$ cat config.mk
export PLATFORM = sky130hd
export DESIGN_NAME = adder_result_stage
export DESIGN_NICKNAME = d
export VERILOG_FILES = /design/src/rtl/adder_result_stage.sv
export SDC_FILE = /design/constraint.sdc
export NUM_CORES = 1
export LEC_CHECK = 0
export CORE_MARGIN = 2
export CORE_UTILIZATION = 49
export CTS_CLUSTER_SIZE = 30
export DETAILED_ROUTE_END_ITERATION = 8
export PLACE_DENSITY = 0.77
export REMOVE_ABC_BUFFERS = 1
export SETUP_SLACK_MARGIN = 0.2
export SYNTH_ARGS = -nofsm -noshare
export SYNTH_HDL_FRONTEND = slang
export SYNTH_SLANG_ARGS = --single-unit
$ cat constraint.sdc
create_clock -name clk -period 2.4 [get_ports clk]
set_input_delay 0.36 -clock clk [delete_from_list [all_inputs] [get_ports clk]]
set_output_delay 0.36 -clock clk [all_outputs]
set_load 0.005 [all_outputs]
$ cat src/rtl/adder_result_stage.sv
// Two-entry skid buffer capturing the adder's sum/overflow pair, plus sticky and counted overflow status.
// Optional macro ADDER_RESULT_SATURATE_EN: entries pushed with in_ovf=1 are stored saturated.
module adder_result_stage #(
    parameter int WIDTH = 16,
    parameter int CNT_W = 8
) (
    input  logic             clk,
    input  logic             rst_n,
    input  logic             in_valid,
    output logic             in_ready,
    input  logic [WIDTH-1:0] in_f,
    input  logic             in_ovf,
    output logic             out_valid,
    input  logic             out_ready,
    output logic [WIDTH-1:0] out_data,
    output logic             out_ovf,
    input  logic             clr,
    output logic             ovf_sticky,
    output logic [CNT_W-1:0] ovf_count
);

    typedef enum logic [1:0] {
        EMPTY,
        ONE,
        FULL
    } state_t;

    state_t           state_q;
    logic [WIDTH-1:0] head_data_q;
    logic [WIDTH-1:0] tail_data_q;
    logic             head_ovf_q;
    logic             tail_ovf_q;
    logic             sticky_q;
    logic             sticky_d;
    logic [CNT_W-1:0] count_q;
    logic [CNT_W-1:0] count_d;
    logic [WIDTH-1:0] store_data;
    logic             push;
    logic             pop;

    // Handshake flags come only from the registered state, so out_ready never reaches in_ready.
    assign in_ready  = (state_q != FULL);
    assign out_valid = (state_q != EMPTY);
    assign push      = in_valid & in_ready;
    assign pop       = out_valid & out_ready;

    assign out_data   = head_data_q;
    assign out_ovf    = head_ovf_q;
    assign ovf_sticky = sticky_q;
    assign ovf_count  = count_q;

    always_comb begin
        store_data = in_f;
`ifdef ADDER_RESULT_SATURATE_EN
        // A wrapped-negative sum means the true result was positive, and vice versa.
        if (in_ovf) begin
            store_data = in_f[WIDTH-1] ? {1'b0, {(WIDTH-1){1'b1}}}
                                       : {1'b1, {(WIDTH-1){1'b0}}};
        end
`endif
    end

    // Clear takes effect before a same-cycle overflow event.
    always_comb begin
        sticky_d = clr ? 1'b0 : sticky_q;
        count_d  = clr ? '0 : count_q;
        if (push && in_ovf) begin
            sticky_d = 1'b1;
            if (count_d != '1) begin
                count_d = count_d + CNT_W'(1);
            end
        end
    end

    always_ff @(posedge clk or negedge rst_n) begin
        if (!rst_n) begin
            state_q     <= EMPTY;
            head_data_q <= '0;
            tail_data_q <= '0;
            head_ovf_q  <= 1'b0;
            tail_ovf_q  <= 1'b0;
            sticky_q    <= 1'b0;
            count_q     <= '0;
        end else begin
            sticky_q <= sticky_d;
            count_q  <= count_d;
            case (state_q)
                EMPTY: begin
                    if (push) begin
                        head_data_q <= store_data;
                        head_ovf_q  <= in_ovf;
                        state_q     <= ONE;
                    end
                end
                ONE: begin
                    case ({push, pop})
                        2'b10: begin
                            tail_data_q <= store_data;
                            tail_ovf_q  <= in_ovf;
                            state_q     <= FULL;
                        end
                        2'b01: state_q <= EMPTY;
                        2'b11: begin
                            head_data_q <= store_data;
                            head_ovf_q  <= in_ovf;
                        end
                        default: state_q <= ONE;
                    endcase
                end
                FULL: begin
                    if (pop) begin
                        head_data_q <= tail_data_q;
                        head_ovf_q  <= tail_ovf_q;
                        state_q     <= ONE;
                    end
                end
                default: state_q <= EMPTY;
            endcase
        end
    end

endmodule

# [Word level (Yosys, flattened, before mapping)]
# Cells that the tools add are included.
[totals] register_bits=45 in_bits=22 elab_cells=46
[classes] addsub=1 eq_ne=11 muxes=17 n_bitwise=2 n_reduce_logical=8
[ops] cell="$mux W16" count=3
[ops] cell="$pmux W16 S3" count=1
[ops] cell="$mux W8" count=3
[ops] cell="$pmux W2 S3" count=2
[ops] cell="$add A8 B1 Y8 const B" count=1
[ops] cell="$ne A2 B2 Y1 const B" count=4
[ops] cell="$ne A8 B8 Y1 const B" count=1
[ops] cell="$eq A2 B2 Y1 const B" count=3
[ops] cell="$mux W1" count=5
[ops] cell="$eq A2 B1 Y1 const B" count=2
[ops] cell="$mux W2" count=2
[ops] cell="$reduce_and A4 Y1" count=1
[ops] cell="$reduce_bool A2 Y1" count=2
[ops] cell="$pmux W1 S3" count=1
[ops] cell="$reduce_and A3 Y1" count=1
[ops] cell="$reduce_bool A3 Y1" count=1
[ops] cell="$and A1 B1 Y1" count=2
[ops] cell="$logic_not A2 Y1" count=1
[ops] cell="$ne A2 B1 Y1 const B" count=1
[ops] cell="$reduce_and A2 Y1" count=1
[ops] cell="$logic_and A1 B1 Y1" count=1

# [Longest topological paths before layout]
[depth] word_depth=5 mapped_depth=12 mapped_depth_nobuf=8

# [Least setup slack after synthesis]
# No wires, ideal clock.
[synth_timing] path_type="reg2reg" start="register state_q[1]" end="register tail_data_q[10]" setup_time_ns=0.125 t_arrival_ns=1.941 required_time_ns=2.275 slack_ns=0.334 stages_incl_launch_ff=10 path_buffers=3 synth_period_minus_slack_ns=2.066 cell_sequence="dfrtp_1 > nor2b_4 > buf_6 > inv_2 > buf_2 > and2_1 > ha_1 > nand3b_4 > buf_4 > mux2_2"
[synth_between] elab_chain_len=4
[synth_rtl] element="start: declaration" line_no="28" source="state_t state_q;"
[synth_rtl] element="start signal: assignment" line_no="77" source="state_q <= EMPTY;"
[synth_rtl] element="start signal: assignment" line_no="92" source="state_q <= ONE;"
[synth_rtl] element="start signal: assignment" line_no="100" source="state_q <= FULL;"
[synth_rtl] element="$ne A2 B2 Y1" line_no="42" source="assign in_ready = (state_q != FULL);"
[synth_rtl] element="named net in_ready" line_no="10" source="output logic in_ready,"
[synth_rtl] element="$and A1 B1 Y1" line_no="44" source="assign push = in_valid & in_ready;"
[synth_rtl] element="$eq A2 B2 Y1" line_no="96" source="case ({push, pop})"
[synth_rtl] element="$reduce_and A2 Y1 (no source line)"
[synth_rtl] element="end signal: assignment" line_no="98" source="tail_data_q <= store_data;"
[synth_rtl] element="end: declaration" line_no="30" source="logic [WIDTH-1:0] tail_data_q;"
# The timed path passes the listed nets, and every way through them passes these cells.
# A chain may end at the register's enable or synchronous reset.

# [Final worst setup path]
[layout_timing] start="register state_q[1]" end="output in_ready"
[layout_between] elab_chain_len=1
[layout_rtl] element="$ne A2 B2 Y1" line_no="42"
[layout_rtl] element="end: declaration" line_no="10"
# No other way between the ends.

==> results.yml <==
sta:
  skew_ns: 0.00765
  slew_headroom_pct: 65.2
  worstMarginPinSlew_ns: 0.522
  setup_slack_ns: 0.335
  tns_ns: 0
  timing.final.crit_share_pct: 86.0
  finalHoldViolCount: 0
  period_needed_ns: 2.06
  final_max_slew_viol_count: 0
  fmax_mhz: 484
  final-setup-viol-count: 0
  rsz0062_at_grt: "no"
clocking:
  cts_buffer_depth: 2
  cts_tree: "yes"
  cts_max_level: 2
  path_clk_slew_ns: 0.09
  clk_latency_ns: 0.29
  cts_root_buf: "clkbuf_8"
  cts_buffers: 5
  cts_sinks: 45
  post_cts_buffers: 0
  cts-hold-fix-buffers: 0
min_path:
  hold_path.class: "primary input to async pin"
grt:
  grt-ovfl-total: 0
  grt_max_degree: 35
  grt_use_total_pct: 18.9
  first_global_vias: 1536
  grt_pass1_wl_um: 7340
  antenna_found_initial: 0
die:
  die_x_um: 69.6
  io_pins: 50
  dieArea_um2: 4850
  start_util_pct: 51.7
  die_height_um: 69.6
  rows: 23
  core_um2: 4090
finish:
  fillers: 325
  drive_gt1_share_pct: 17.6
  final_cells: 295
  finish.utilization_pct: 67.0
  nets: 268
  diodes: 0
  area_growth_pct: 29.7
placement:
  dpl.hpwl_um: 3030
  dpl_worst_slack_ns: 0.323
  place_inst: 287
  portBuffers: 49
  gp_congestion: 0.770
setup_path:
  r2r_end: "out_data[4]"
  worstSetupStartpoint: "state_q[1]"
  r2r_setup_slack_ns: 0.37
  cp-start-kind: "flop"
  r2r_cells: 8
  critPathCapture: "in_ready"
  r2r-start: "state_q[0]"
  cp-end-kind: "primary output"
  path_max_fanout: 20
  critical_path_class: "flop to primary output"
  required_ns: 2.04
  cp_data_arrival_time_ns: 1.70
detailed_routing:
  drcViolationCount: 0
  wl_um: 4290
  wire_per_inst_um: 14.5
  antenna_left: 0
  first_pass_iters: 4
  drtIter0Drc: 162
  vias_per_cell: 5.34
  vias: 1575
logic_synthesis:
  yosys.area.top_type: "dfrtp_1"
  syn-cell-area_um2: 2110
  synth_seq_cells: 45
  ys_types: 36
  synth_area_per_cell_um2: 10.9
  yosysSeqAreaShare_pct: 53.3
  netlist_instances: 193
  synth_warnings: 0
  ys_top_cells_by_area: "dfrtp_1 (53%), mux2_2 (7.5%), nand2_1 (6.9%), a31oi_1 (5.6%), nor2_1 (3.4%)"
  yosysTopAreaCellShare_pct: 53.3
pwr:
  comb_power_share_pct: 40.2
  p_total_mw: 3.10
  p_int_mw: 2.12
  p_sw_mw: 0.984
  p_seq_share_pct: 41.6
  p_leak_nw: 1.18
  peakVddDrop_v: 0.000446
  swShare_pct: 31.7
  p_per_area_nw_per_um2: 1130
  p_clk_share_pct: 18.2
job:
  drv_cap: 0
outcome:
  status: "finished clean"
-- critical path: stages (launching register included) --
cell and delay, ns:
dfrtp_1 0.46, nor2b_4 0.16, inv_2 0.07, buf_6 0.19, clkdlybuf4s50_1 0.52
-- layout make-up --
class / instances / area [um^2] / share of cell area, %
inverter: 6 / 22.5 / 0.823
clock buffer: 6 / 72.6 / 2.65
tap: 50 / 62.6 / 2.29
timing repair buffer: 54 / 539 / 19.7
clock inverter: 2 / 38.8 / 1.42
multi-input combinational: 132 / 876 / 32.0
sequential: 45 / 1130 / 41.1
-- through the flow --
step / hold WS (ns) / cell area, um^2
floorplan: 0.0644 / 2020
global placement: 0.366 / 2620
detailed placement: 0.370 / 2620
CTS: 0.0438 / 2730
global route: 0.0685 / 2740
finish: 0.0315 / 2740
-- power by group through the flow --
stage | registers [mW] | logic, mW | clock network [mW]
CTS | 1.29 | 1.26 | 0.580
global placement | 1.28 | 1.22 | 0
finish | 1.29 | 1.25 | 0.564
detailed placement | 1.30 | 1.26 | 0
floorplan | 1.27 | 0.658 | 0
global route | 1.33 | 1.37 | 0.623
-- cells in the mapped netlist (all sizes together) --
cell and number:
nand2 39, a31oi 19, nand3 3, nor2b 2, and2 2, nand4b 1, mux2 17, xnor2 1
inv 6, o22ai 2, nor3b 1, nor3 1, mux2i 3, ha 2, a21oi 5, dfrtp 45
nand2b 2, a311oi 1, nor2 20, a21boi 1, or2 1, a211oi 2, and3 2, nand3b 2
o21ai 3, buf 10
-- cells by family (layout without fill, tap and decap cells) --
group / after synthesis / in the layout / synth area share, %
buffers and inverters: 16 / 68 / 5.16
AND/OR/NAND/NOR: 76 / 76 / 18.5
multiplexers: 20 / 20 / 10.5
adder cells (fa/ha/maj): 2 / 2 / 1.19
AO/OA/AOI/OAI: 33 / 33 / 10.9
flip-flops: 45 / 45 / 53.3
XOR/XNOR: 1 / 1 / 0.415
-- sequential cells by signal, summed over array words and instances, names as in the netlist --
| register | count |
|---|---|
| ovf_sticky | 1 |
| out_ovf | 1 |
| state_q | 2 |
| tail_ovf_q | 1 |
| tail_data_q | 16 |
| ovf_count | 8 |
| out_data | 16 |
-- how the worst min path moves through the flow --
stage / from / depth (start not counted) / to
after floorplan: rst_n / 0 / out_data[0]
after global placement: rst_n / 1 / out_data[13]
after detailed placement: rst_n / 1 / out_data[13]
after CTS: rst_n / 1 / out_data[14]
after global routing: rst_n / 1 / out_data[14]
final: rst_n / 1 / tail_data_q[11]
-- placed cells by master, fill, tap and decap left out, types with 2 or more instances in the layout --
| master | Yosys | final |
|---|---|---|
| o21ai_0 | 2 | 2 |
| nor2_1 | 19 | 19 |
| mux2_2 | 14 | 14 |
| a211oi_2 | 2 | 2 |
| nand3_1 | 2 | 2 |
| inv_1 | 5 | 5 |
| mux2_1 | 3 | 3 |
| ha_1 | 2 | 2 |
| clkdlybuf4s50_1 | 0 | 48 |
| dfrtp_1 | 45 | 45 |
| mux2i_1 | 3 | 3 |
| nand2_1 | 39 | 39 |
| buf_4 | 2 | 3 |
| o22ai_1 | 2 | 2 |
| and2_1 | 2 | 2 |
| nand2b_1 | 2 | 2 |
| clkbuf_8 | 0 | 5 |
| a21oi_1 | 5 | 5 |
| a31oi_1 | 19 | 19 |
-- repair_timing --
item | in CTS | in global routing
resized for setup | 0 | 1
setup endpoints to repair | 0 | 1
hold endpoints to repair | 0 | 0
-- metal layers --
metal | part of all wire, % | global-route usage (%) | vias up
met5 | 0 | 0 | -
met4 | 1.4 | 4.27 | 0
met3 | 5.4 | 5.52 | 8
met2 | 48 | 30.8 | 44
met1 | 46 | 25.1 | 761
li1 | - | - | 762
(Power assumes the default switching activity.)
==> RTL change 1 (same settings) <==
Encoding of `state_t`: now one-hot (3 bits for 3 states).
--- a/src/rtl/adder_result_stage.sv
+++ b/src/rtl/adder_result_stage.sv
@@ -21,6 +21,6 @@
 
-    typedef enum logic [1:0] {
-        EMPTY,
-        ONE,
-        FULL
+    typedef enum logic [2:0] {
+        EMPTY = 3'b001,
+        ONE   = 3'b010,
+        FULL  = 3'b100
     } state_t;
Behaviour: same outputs for any inputs over 10 cycles, from zero or initial values and one cycle with rst_n low; not proved beyond that.
==> RTL change 1 against the original RTL <==
- power decreased by 8.6%
- area after synthesis increased by 7.5%
- routed wire length increased by 6.3%
- die area increased by 7.1%
- critical path depth increased by 4
- cell area increased by 7.0%
- via count decreased by 0.32%
- non-clock buffer count increased by 1
- first-iteration DRC count decreased by 60%
- setup slack got worse by 0.0060 ns
- sequential cell count increased by 1
- critical endpoint is now out_data[5]$_DFFE_PN0P_
- largest power group unchanged
- highest routed layer unchanged
==> RTL change 1: results (changes against the original RTL) <==
The final weighted congestion in routability-driven placement was 0.791 (was 0.770). The per-instance average area after synthesis came out at 13.6 um2 (was 10.9 um2). The kind of critical path is reg -> reg (was reg -> out).

The area occupied by registers came out at 1150 um2 (was 1130 um2). The final-layout fill cell count is 306 (was 325). The top fanout value on the critical path is 17 (was 20). The end of the worst register-to-register path is out_data[5]$_DFFE_PN0P_ (was out_data[4]$_DFFE_PN0P_). The number of max-capacitance violations reported was 0 (unchanged). The share of layout cells above drive strength 1 is 0.260 (was 0.176). The post-detailed-route wirelength per cell is 16.6 um (was 14.5 um). The minimum setup slack after placement came out at 0.0878 ns (was 0.323 ns). The total routing usage reported by global routing was 0.191 (was 0.189). The worst hold margin came out at 0.0329 ns (was 0.0315 ns). Most numerous cell types in the synthesized netlist: dfrtp_1, mux2_2, mux2_1 (was dfrtp_1, nand2_1, a31oi_1, nor2_1, mux2_2). The actual transition at the worst max-transition pin came out at 0.526 ns (was 0.522 ns). The count of pins over their slew limit came out at 0 (unchanged).

The global-route wire length before repair was 7790 um (was 7340 um). The largest incremental delay on the critical path came out at 0.45 ns (was 0.52 ns). The clock input transition at the sequential cells of the worst setup and hold paths came out at around 0.080 ns. The clock insertion delay at the later pin of the skew report came out at 0.29 ns (about the same). The number of distinct library cells after synthesis came out at 39 (was 36). The per-cell via count in the routed design came out at 5.71 (was 5.34). The half-perimeter wire length after placement came out at 3250 um (was 3030 um). The area after detailed placement came out at 2820 um2 (was 2620 um2). The clock skew after layout came out at 0.00863 ns (was 0.00765 ns). The launch instance of the worst register-to-register path is state_q[2]$_DFFE_PN0P_ (was state_q[0]$_DFFE_PN0P_). The peak ir drop on the vdd network is 514 uV (was 446 uV). The starting DRC count in detailed routing came out at 65 (was 162). The register-to-register setup slack came out at 0.33 ns (was 0.37 ns).

The via count of the first global-routing pass came to 1,689 (was 1,536). The sequential element share of the synthesized area came to 0.508 (was 0.533). The data arrival time at the worst-slack endpoint came out at 2.24 ns (was 1.70 ns). The standard cell with the maximum stage delay on the critical path is dfrtp_1 (was clkdlybuf4s50_1). The number of buffers inserted during clock tree synthesis came out at 5 (unchanged). The largest net degree at the start of global routing came to 25 (was 35). The placed instance count is 265 (was 287). The final critical-path share of the clock period is 0.863 (was 0.860).

The library cell used as clock root buffer was clkbuf_8 (unchanged). The family with the most delay on the worst path is simple AND/OR/NAND/NOR gates (was buffers and inverters). Result of the run: finished clean (unchanged).

Synth area leaders: dfrtp_1, mux2_2, mux2_1 (was dfrtp_1, mux2_2, nand2_1). The leakage power came out at 1.20 nW (was 1.18 nW). The total via count after detailed routing is 1,570 (was 1,575).

The total number of nets in the final design is 247 (was 268).
## RTL change 1: cell types whose count changed in the layout (fill, tap and decap cells not counted), sizes merged, moves of 4 or more
cell,before,now
nand2,39,6
nor2,20,6
mux2,17,51
a31oi,19,3
and4,0,4
## RTL change 1: what timing repair did
action / CTS / global route
resized for setup: 0 / 3
hold endpoints to repair: 0 / 0
buffers inserted: 2 / 0
setup endpoints to repair: 34 / 27
cloned: 0 / 0
## RTL change 1: logic make-up after synthesis
kind of cell,count (synthesis),share of synthesized area
and+or+nand+nor,34,0.102
buffers and inverters,11,0.0331
AOI/OAI and AO/OA,21,0.0832
muxes,52,0.257
adders and majority gates,3,0.0165
DFF,46,0.508
## RTL change 1: power breakdown
part	leakage (nW)	switching, mW	internal [mW]
clock	0.0482	0.245	0.232
combinational	0.586	0.373	0.702
sequential	0.567	0.189	1.09
## RTL change 1: layer usage
layer	vias up	global-route usage	routed length (um)	part of all wire
met5	-	0	0	0
met4	0	0.0482	15	0.0033
met3	2	0.0556	299	0.066
met2	62	0.317	2260	0.50
met1	790	0.245	1980	0.43
li1	716	-	-	-
## RTL change 1: cell type report
class	count	share of cell area
clock buffer	7	0.0295
timing repair buffer	55	0.190
tap	52	0.0222
sequential	46	0.393
inverter	4	0.00598
multi-input combinational	110	0.358
clock inverter	1	0.00171
==> RTL change 2 (same settings) <==
Made on the original files. The option `ADDER_RESULT_SATURATE_EN` is turned on by a define.
--- a/src/rtl/adder_result_stage.sv
+++ b/src/rtl/adder_result_stage.sv
@@ -2,2 +2,4 @@
 // Optional macro ADDER_RESULT_SATURATE_EN: entries pushed with in_ovf=1 are stored saturated.
+`define ADDER_RESULT_SATURATE_EN
+
 module adder_result_stage #(
Formal check against the unedited RTL: not equivalent (Yosys sat finds a counterexample within 4 cycles, from zero or initial values and one cycle with rst_n low).
==> RTL change 2 against the original RTL <==
- power rose by 2.2%
- non-clock buffer count up 2
- setup slack worse by 0.025 ns
- cell area is 12% higher
- largest power group is now combinational cells
- sequential share of layout area is 4.3 points lower
- final cell count unchanged
- via count increased by 3.8%
- sequential cell count did not move
- synthesized cell count fell by 8.3%
- global-route usage fell by 0.56 points
- first-iteration DRC count shrank 31%
- routed wire length up 8.8%
- area after synthesis grew 15%
==> RTL change 2: results (changes against the original RTL) <==
The detailed route wirelength on metal3 came to 200 um (was 230 um). The final weighted congestion in routability-driven placement is 0.817 (was 0.770). The logic depth of the worst register-to-register path was 7 (was 8). The largest net degree at the start of global routing is 29 (was 35). The global-route wire length before repair was 7850 um (was 7340 um). The share of total power in combinational logic came out at 0.456 (was 0.402). The total power draw was 3.17 mW (was 3.10 mW). The library cell used as clock root buffer is clkbuf_8 (unchanged). The number of distinct library cells after synthesis came out at 34 (was 36). The share of total power in sequential cells is 0.401 (was 0.416).

The starting DRC count in detailed routing is 112 (was 162). The global routing usage on met3 came out at 0.0352 (was 0.0552). The data arrival time at the worst-slack endpoint came to 1.73 ns (was 1.70 ns). The synthesized-area fraction occupied by ao, oa, aoi and oai cells was 0.0604 (was 0.109).

The worst hold margin is 0.0807 ns (was 0.0315 ns). The fraction of the mapped netlist area in adder cells came out at 0.0103 (was 0.0119). The share of layout cells above drive strength 1 is 0.364 (was 0.176). The tightest slew margin relative to the limit is 0.573 (was 0.652). The half-perimeter wire length after placement came out at 3170 um (was 3030 um).

The minimum setup slack after placement was 0.184 ns (was 0.323 ns). The final-layout fill cell count is 374 (was 325). The total routing usage reported by global routing is 0.183 (was 0.189). The peak ir drop on the vdd network came to 600 uV (was 446 uV).

The per-instance average area after synthesis is 13.7 um2 (was 10.9 um2). The sequential element share of the synthesized area was 0.465 (was 0.533). The global-route track usage on met1 came out at 0.243 (was 0.251). The post-detailed-route wirelength per cell came out at 15.8 um (was 14.5 um).

The share of cell area taken by muxes after synthesis came out at 0.340 (was 0.105). Result of the run: finished clean (unchanged). The per-cell via count in the routed design was 5.54 (was 5.34).

The detailed-routing wirelength on met1 was 2150 um (was 1950 um). The XOR/XNOR share of the synthesized area is 0.00361 (was 0.00415). The clock skew after layout is 0.0100 ns (was 0.00765 ns). The register-to-register setup slack is 0.32 ns (was 0.37 ns).

The top fanout value on the critical path came out at 23 (was 20). The sum of met2 wire segment lengths after detailed routing came to 2260 um (was 2040 um). The leakage power is 1.32 nW (was 1.18 nW). Synth area leaders: dfrtp_1, mux2_2, mux2_4 (was dfrtp_1, mux2_2, nand2_1). The area after detailed placement is 2970 um2 (was 2620 um2).

The launch instance of the worst register-to-register path is state_q[0]$_DFFE_PN0P_ (unchanged).
## RTL change 2: cell count changes in the layout (fill, tap and decap cells not counted), moves of 3 or more
cell,change
a211oi_1,+3
a21oi_1,-5
a311oi_1,+3
a31oi_1,-17
a41oi_1,+6
and3_1,+4
and4_1,+3
mux2_2,+34
mux2_4,+14
nand2_1,-35
nor2_1,-17
## RTL change 2: timing repair
action                     in CTS  in global routing
gates resized for setup         1                  2
setup endpoints to repair       1                  1
buffers inserted                0                  0
## RTL change 2: layout make-up
class | count | area (um2) | share of cell area
inverter | 3 | 11.3 | 0.00368
timing repair buffer | 56 | 571 | 0.187
multi-input combinational | 116 | 1180 | 0.387
clock inverter | 2 | 10.0 | 0.00327
clock buffer | 6 | 72.6 | 0.0237
sequential | 45 | 1130 | 0.369
tap | 67 | 83.8 | 0.0274
